**config.mk**
```make
export PLATFORM = sky130hd
export DESIGN_NAME = fifo_rd_unpacker_flat
export DESIGN_NICKNAME = d
export VERILOG_FILES = /design/src/rtl/fifo_rd_unpacker_if.sv /design/src/rtl/fifo_rd_unpacker.sv /design/src/flat_wrapper.sv
export SDC_FILE = /design/constraint.sdc
export NUM_CORES = 1
export LEC_CHECK = 0
export CORE_MARGIN = 5
export CORE_UTILIZATION = 32
export DETAILED_ROUTE_END_ITERATION = 12
export DONT_BUFFER_PORTS = 1
export GPL_TIMING_DRIVEN = 1
export PLACE_DENSITY = 0.43
export RECOVER_POWER = 50
export SYNTH_ARGS = -nofsm -noshare
export SYNTH_HDL_FRONTEND = slang
export SYNTH_SLANG_ARGS = --single-unit
```
**constraint.sdc**
```tcl
create_clock -name rdclk -period 2.5 [get_ports rdclk]
set_input_delay 0.5 -clock rdclk [delete_from_list [all_inputs] [get_ports rdclk]]
set_output_delay 0.5 -clock rdclk [all_outputs]
set_load 0.05 [all_outputs]
```
**src/rtl/fifo_rd_unpacker_if.sv**
```systemverilog
// fifo_rd_unpacker_if: FIFO show-ahead read port plus narrow beat stream; out_par exists only with FIFO_RD_UNPACKER_PARITY_EN
interface fifo_rd_unpacker_if #(
    parameter int IN_WIDTH  = 140,
    parameter int OUT_WIDTH = 35
);
    logic                 fifo_rdempty;
    logic [IN_WIDTH-1:0]  fifo_rddata;
    logic                 fifo_rden;
    logic                 out_valid;
    logic                 out_ready;
    logic [OUT_WIDTH-1:0] out_data;
    logic                 out_last;
`ifdef FIFO_RD_UNPACKER_PARITY_EN
    logic                 out_par;
    modport master (
        input  fifo_rdempty, fifo_rddata, out_ready,
        output fifo_rden, out_valid, out_data, out_last, out_par
    );
    modport slave (
        output fifo_rdempty, fifo_rddata, out_ready,
        input  fifo_rden, out_valid, out_data, out_last, out_par
    );
`else
    modport master (
        input  fifo_rdempty, fifo_rddata, out_ready,
        output fifo_rden, out_valid, out_data, out_last
    );
    modport slave (
        output fifo_rdempty, fifo_rddata, out_ready,
        input  fifo_rden, out_valid, out_data, out_last
    );
`endif
endinterface

```
**src/rtl/fifo_rd_unpacker.sv**
```systemverilog
// fifo_rd_unpacker: pops wide show-ahead FIFO words and streams them as RATIO narrow beats, LSB slice first
// Optional even parity on each beat via FIFO_RD_UNPACKER_PARITY_EN.
module fifo_rd_unpacker #(
    parameter int IN_WIDTH  = 140,
    parameter int OUT_WIDTH = 35
) (
    input  logic rdclk,
    input  logic rdrst,
    input  logic flush,
    output logic busy,
    fifo_rd_unpacker_if.master bus
);
    localparam int RATIO = IN_WIDTH / OUT_WIDTH;
    localparam int BW    = $clog2(RATIO);

    typedef enum logic {EMPTY, SHIFT} state_t;

    state_t               state;
    logic [IN_WIDTH-1:0]  hold_reg;
    logic [BW-1:0]        beat_idx;
    logic [OUT_WIDTH-1:0] slice [RATIO];
    logic                 valid, at_last, accept, last_acc, pop;

    for (genvar i = 0; i < RATIO; i++) begin : g_slice
        assign slice[i] = hold_reg[i*OUT_WIDTH +: OUT_WIDTH];
    end

    always_comb begin
        valid    = (state == SHIFT);
        at_last  = (beat_idx == BW'(RATIO-1));
        accept   = valid & bus.out_ready;
        last_acc = accept & at_last;
        pop      = !rdrst & !flush & !bus.fifo_rdempty & (!valid | last_acc);
    end

    // flush outranks accept and pop; a finished word with no successor parks at index 0
    always_ff @(posedge rdclk) begin
        if (rdrst) begin
            state    <= EMPTY;
            beat_idx <= '0;
            hold_reg <= '0;
        end else if (flush) begin
            state    <= EMPTY;
            beat_idx <= '0;
        end else if (pop) begin
            state    <= SHIFT;
            beat_idx <= '0;
            hold_reg <= bus.fifo_rddata;
        end else if (last_acc) begin
            state    <= EMPTY;
            beat_idx <= '0;
        end else if (accept) begin
            beat_idx <= beat_idx + 1'b1;
        end
    end

    assign bus.fifo_rden = pop;
    assign bus.out_valid = valid;
    assign bus.out_data  = slice[beat_idx];
    assign bus.out_last  = valid & at_last;
    assign busy          = valid;
`ifdef FIFO_RD_UNPACKER_PARITY_EN
    assign bus.out_par   = ^bus.out_data;
`endif
endmodule

```
**src/flat_wrapper.sv**
```systemverilog
// flat-port wrapper written by rule: the top's interface ports become plain ports
module fifo_rd_unpacker_flat 
#(
    parameter int IN_WIDTH  = 140,
    parameter int OUT_WIDTH = 35
)
  (rdclk, rdrst, flush, busy, bus_fifo_rdempty, bus_fifo_rddata, bus_out_ready, bus_fifo_rden, bus_out_valid, bus_out_data, bus_out_last);
  fifo_rd_unpacker_if #(.IN_WIDTH(IN_WIDTH), .OUT_WIDTH(OUT_WIDTH)) bus_i ();
  input  logic rdclk;
  input  logic rdrst;
  input  logic flush;
  output logic busy;
  input wire logic [$bits(bus_i.fifo_rdempty)-1:0] bus_fifo_rdempty;
  input wire logic [$bits(bus_i.fifo_rddata)-1:0] bus_fifo_rddata;
  input wire logic [$bits(bus_i.out_ready)-1:0] bus_out_ready;
  output wire logic [$bits(bus_i.fifo_rden)-1:0] bus_fifo_rden;
  output wire logic [$bits(bus_i.out_valid)-1:0] bus_out_valid;
  output wire logic [$bits(bus_i.out_data)-1:0] bus_out_data;
  output wire logic [$bits(bus_i.out_last)-1:0] bus_out_last;
  assign bus_i.fifo_rdempty = bus_fifo_rdempty;
  assign bus_i.fifo_rddata = bus_fifo_rddata;
  assign bus_i.out_ready = bus_out_ready;
  assign bus_fifo_rden = bus_i.fifo_rden;
  assign bus_out_valid = bus_i.out_valid;
  assign bus_out_data = bus_i.out_data;
  assign bus_out_last = bus_i.out_last;
  fifo_rd_unpacker #(.IN_WIDTH(IN_WIDTH), .OUT_WIDTH(OUT_WIDTH)) u_core (.rdclk(rdclk), .rdrst(rdrst), .flush(flush), .busy(busy), .bus(bus_i));
endmodule
```
==> flow_summary.toml, run 1 <==
[worst_setup_path]
critical_path_peak_fanout = 22
path_buf_inv = 1
required_ps = 2000
crit_path_top_delay_cell = "mux4_2"
timing.critical_path.max_delay_family = "multiplexers"
startpoint_type_of_the_worst_setup_path = "flip-flop"
critical_path.endpoint_type = "output pin"
critical_path_max_stage_delay_ps = 720
cp.arrival_ps = 1820
timing.critical_path.cells = "buf_6 -> mux4_2"
path_class = "flip-flop to output pin"

[clocking]
cts-buffers-inserted = 17
numClockSinks = 143
cts_repair_resize_count = 1
cts.path.max_buffers = 2
cts_setup_buffers = 0
cts_tree = "done"
cts_root_buf = "clkbuf_16"
cts.clk_slew.worst_paths_ps = 60
htree_num_levels = 4
cts-hold-fix-buffers = 0
clk-insertion-delay-late_ps = 410

[cells_and_area]
area_growth_pct = 5.709
final_layout_size_suffix_gt1_share_pct = 28.60
largest_register_ff_count = 140
layout.nets = 649
postLayoutCellArea_um2 = 7252
final-instance-count-excl-fill = 791
fill_cells = 2124

[synthesis]
synth-compound-area-share_pct = 0.3648
synth_seq_area_share_pct = 41.73
synth_simple_gate_area_share_pct = 13.41
synth_seq_cells = 143
synth_area_per_cell_um2 = 13.35
synth.yosys.warnings = 0
yosys-mux-area-fraction_pct = 39.34
post_synth_instance_area_um2 = 6860
synth_cell_type_count = 23
synth_adder_area_share_pct = 0.1824
synth_cells = 514
syn_nets = 660
main_combinational_cell_family_by_area_after_synthesis = "multiplexers"
synth_xor_area_share_pct = 0.1277

[placed_design]
io_buffers = 0
finalWeightedCongestion = 0.7668
placement.cell_area_um2 = 6984
placed_cells_incl_taps = 759
post_detail_place_hpwl_um = 10960

[floorplan]
dieWidth_um = 156.4
fp.coreArea_um2 = 21090
design.portCount = 184
die_boundary_height_um = 156.4
placement_row_count = 53
initial_utilization_pct = 32.53
die_area_um2 = 24470

[grt]
number_of_global_route_vias_before_repair = 3969
grt_antenna_before_repair = 3
grt-ovfl-total = 0
grt_max_degree = 143
grt_usage_pct = 13.05
global_route_wire_length_before_repair_um = 24070

[drt]
drt-wirelength-per-cell_um = 20.30
route.vias.total = 3713
initialDrtViolationCount = 91
antenna_left = 0
post_drt_via_cell_ratio = 4.694
remaining_drc_errors = 0
finalWirelength_um = 16060
drt-pass1-iter-count = 4

[timing]
setup-tns-final_ps = 0
timing.final.max_slew_violations = 0
period_share_pct = 92.71
final.setup_skew_ps = 7.676
grt_setup_unrepaired = "no"
maxClockFrequency_ghz = 0.4315
slew-limit-headroom_pct = 47.77
worst_slew_pin_slew_ps = 783.5
min_period_ps = 2318
setup_violating_endpoint_count_in_the_final_report = 0
hold_ws_ps = 207.8
hold_viol = 0

[power]
power_per_cell_area_nw_per_um2 = 728.5
vdd_ir_drop_max_mv = 0.2969
final_total_pwr_mw = 5.283
total_leakage_power_nw = 2.959

[job]
cap_viol_max_count = 0

[hold_path]
hold_path_class = "input pin to flip-flop"

[run_status]
outcome = "finished, final reports clean"
==> stage by stage <==
step | utilization, % | worst slack, ps
after global placement | 33.12 | 443.6
after detailed placement | 33.12 | 444.7
after CTS | 35.72 | 117.2
final | 34.39 | 182.3
after floorplan | - | 114.6
after global routing | 34.38 | 79.43
==> cell families after synthesis <==
logic type                 after synthesis
muxes                                  175
adders and majority gates                1
AOI/OAI and AO/OA                        4
DFF                                    143
buffers and inverters                   42
xor gates and xnor gates                 1
and+or+nand+nor                        148
==> worst register-to-register path, stage by stage, from the launching register on <==
cell,delay [ps]
dfxtp_4,350
ha_1,200
a21boi_1,240
or4_4,200
buf_4,610
mux2_2,460
==> cells in the final DEF (no fill, tap or decap), types with 2 or more instances in the layout <==
| cell type | netlist | final |
|---|---|---|
| nor2b_1 | 141 | 141 |
| dfxtp_1 | 143 | 141 |
| mux2_1 | 0 | 70 |
| mux2_2 | 51 | 51 |
| mux4_2 | 35 | 35 |
| mux2_4 | 89 | 19 |
| clkbuf_16 | 0 | 17 |
| buf_4 | 1 | 7 |
| clkinv_2 | 0 | 4 |
| diode_2 | 0 | 2 |
| inv_1 | 2 | 2 |
| nor2_1 | 2 | 2 |
| nand2_1 | 2 | 2 |
| clkbuf_8 | 0 | 2 |
| clkinvlp_4 | 0 | 2 |
| buf_6 | 1 | 2 |
==> Yosys cell counts <==
| master | number | area, µm² |
|---|---|---|
| dfxtp_1 | 143 | 2863 |
| xor2_1 | 1 | 8.760 |
| a21oi_1 | 1 | 5.000 |
| a21boi_1 | 1 | 7.510 |
| o21a_1 | 1 | 7.510 |
| nor2_1 | 2 | 7.510 |
| nor2b_1 | 141 | 882.1 |
| buf_2 | 9 | 45.04 |
| mux2_4 | 89 | 1336 |
| o21ai_0 | 1 | 5.000 |
| buf_12 | 8 | 160.2 |
| buf_4 | 1 | 7.510 |
| nand3_1 | 1 | 5.000 |
| buf_8 | 2 | 30.03 |
| mux4_2 | 35 | 788.3 |
| or4_4 | 1 | 11.26 |
| clkbuf_1 | 19 | 71.32 |
| buf_6 | 1 | 11.26 |
| mux2_2 | 51 | 574.3 |
| and2_1 | 1 | 6.260 |
| ha_1 | 1 | 12.51 |
| nand2_1 | 2 | 7.510 |
| inv_1 | 2 | 7.510 |
==> per-layer routing <==
layer	vias up	global-route usage, %	share of wire [%]
met5	-	0	0.044
met4	2	3.099	0.95
met3	12	6.112	8.0
met2	117	20.38	46
met1	1823	16.47	45
li1	1759	-	-
==> power breakdown <==
group | leakage (nW) | internal [mW] | switching, mW
Sequential | 1.17 | 2.40 | 0.0578
Combinational | 1.52 | 0.201 | 0.221
Clock | 0.268 | 1.41 | 0.992
Total | 2.96 | 4.01 | 1.27
==> path summary, 6_finish.rpt <==
check | from | endpoint | slack [ps] | depth (start not counted)
max | u_core.beat_idx[0] | bus_out_data[2] | 180 | 2
min | bus_fifo_rddata[64] | u_core.hold_reg[64] | 210 | 1
max reg2reg | u_core.beat_idx[0] | u_core.hold_reg[130] | 340 | 5
min reg2reg | u_core.hold_reg[97] | u_core.hold_reg[97] | 580 | 2
==> final cells by class <==
| type | count | area [µm²] | area share (%) |
|---|---|---|---|
| clock inverter | 10 | 88.84 | 1.225 |
| sequential | 143 | 2868 | 39.54 |
| timing repair buffer | 10 | 80.08 | 1.104 |
| tap | 275 | 344.1 | 4.745 |
| clock buffer | 20 | 456.7 | 6.297 |
| antenna | 2 | 5.005 | 0.06901 |
| multi-input combinational | 329 | 3402 | 46.91 |
| inverter | 2 | 7.507 | 0.1035 |
(Power assumes the default switching activity.)
==> run 2: changes to the inputs <==
--- a/config.mk
+++ b/config.mk
@@ -12,6 +12,7 @@
 export GPL_TIMING_DRIVEN = 1
 export PLACE_DENSITY = 0.43
 export RECOVER_POWER = 50
+export SLEW_MARGIN = 15
 export SYNTH_ARGS = -nofsm -noshare
 export SYNTH_HDL_FRONTEND = slang
 export SYNTH_SLANG_ARGS = --single-unit
==> results of run 2 <==
Same layout as run 1: the final DEF is identical, and so are final timing and power.
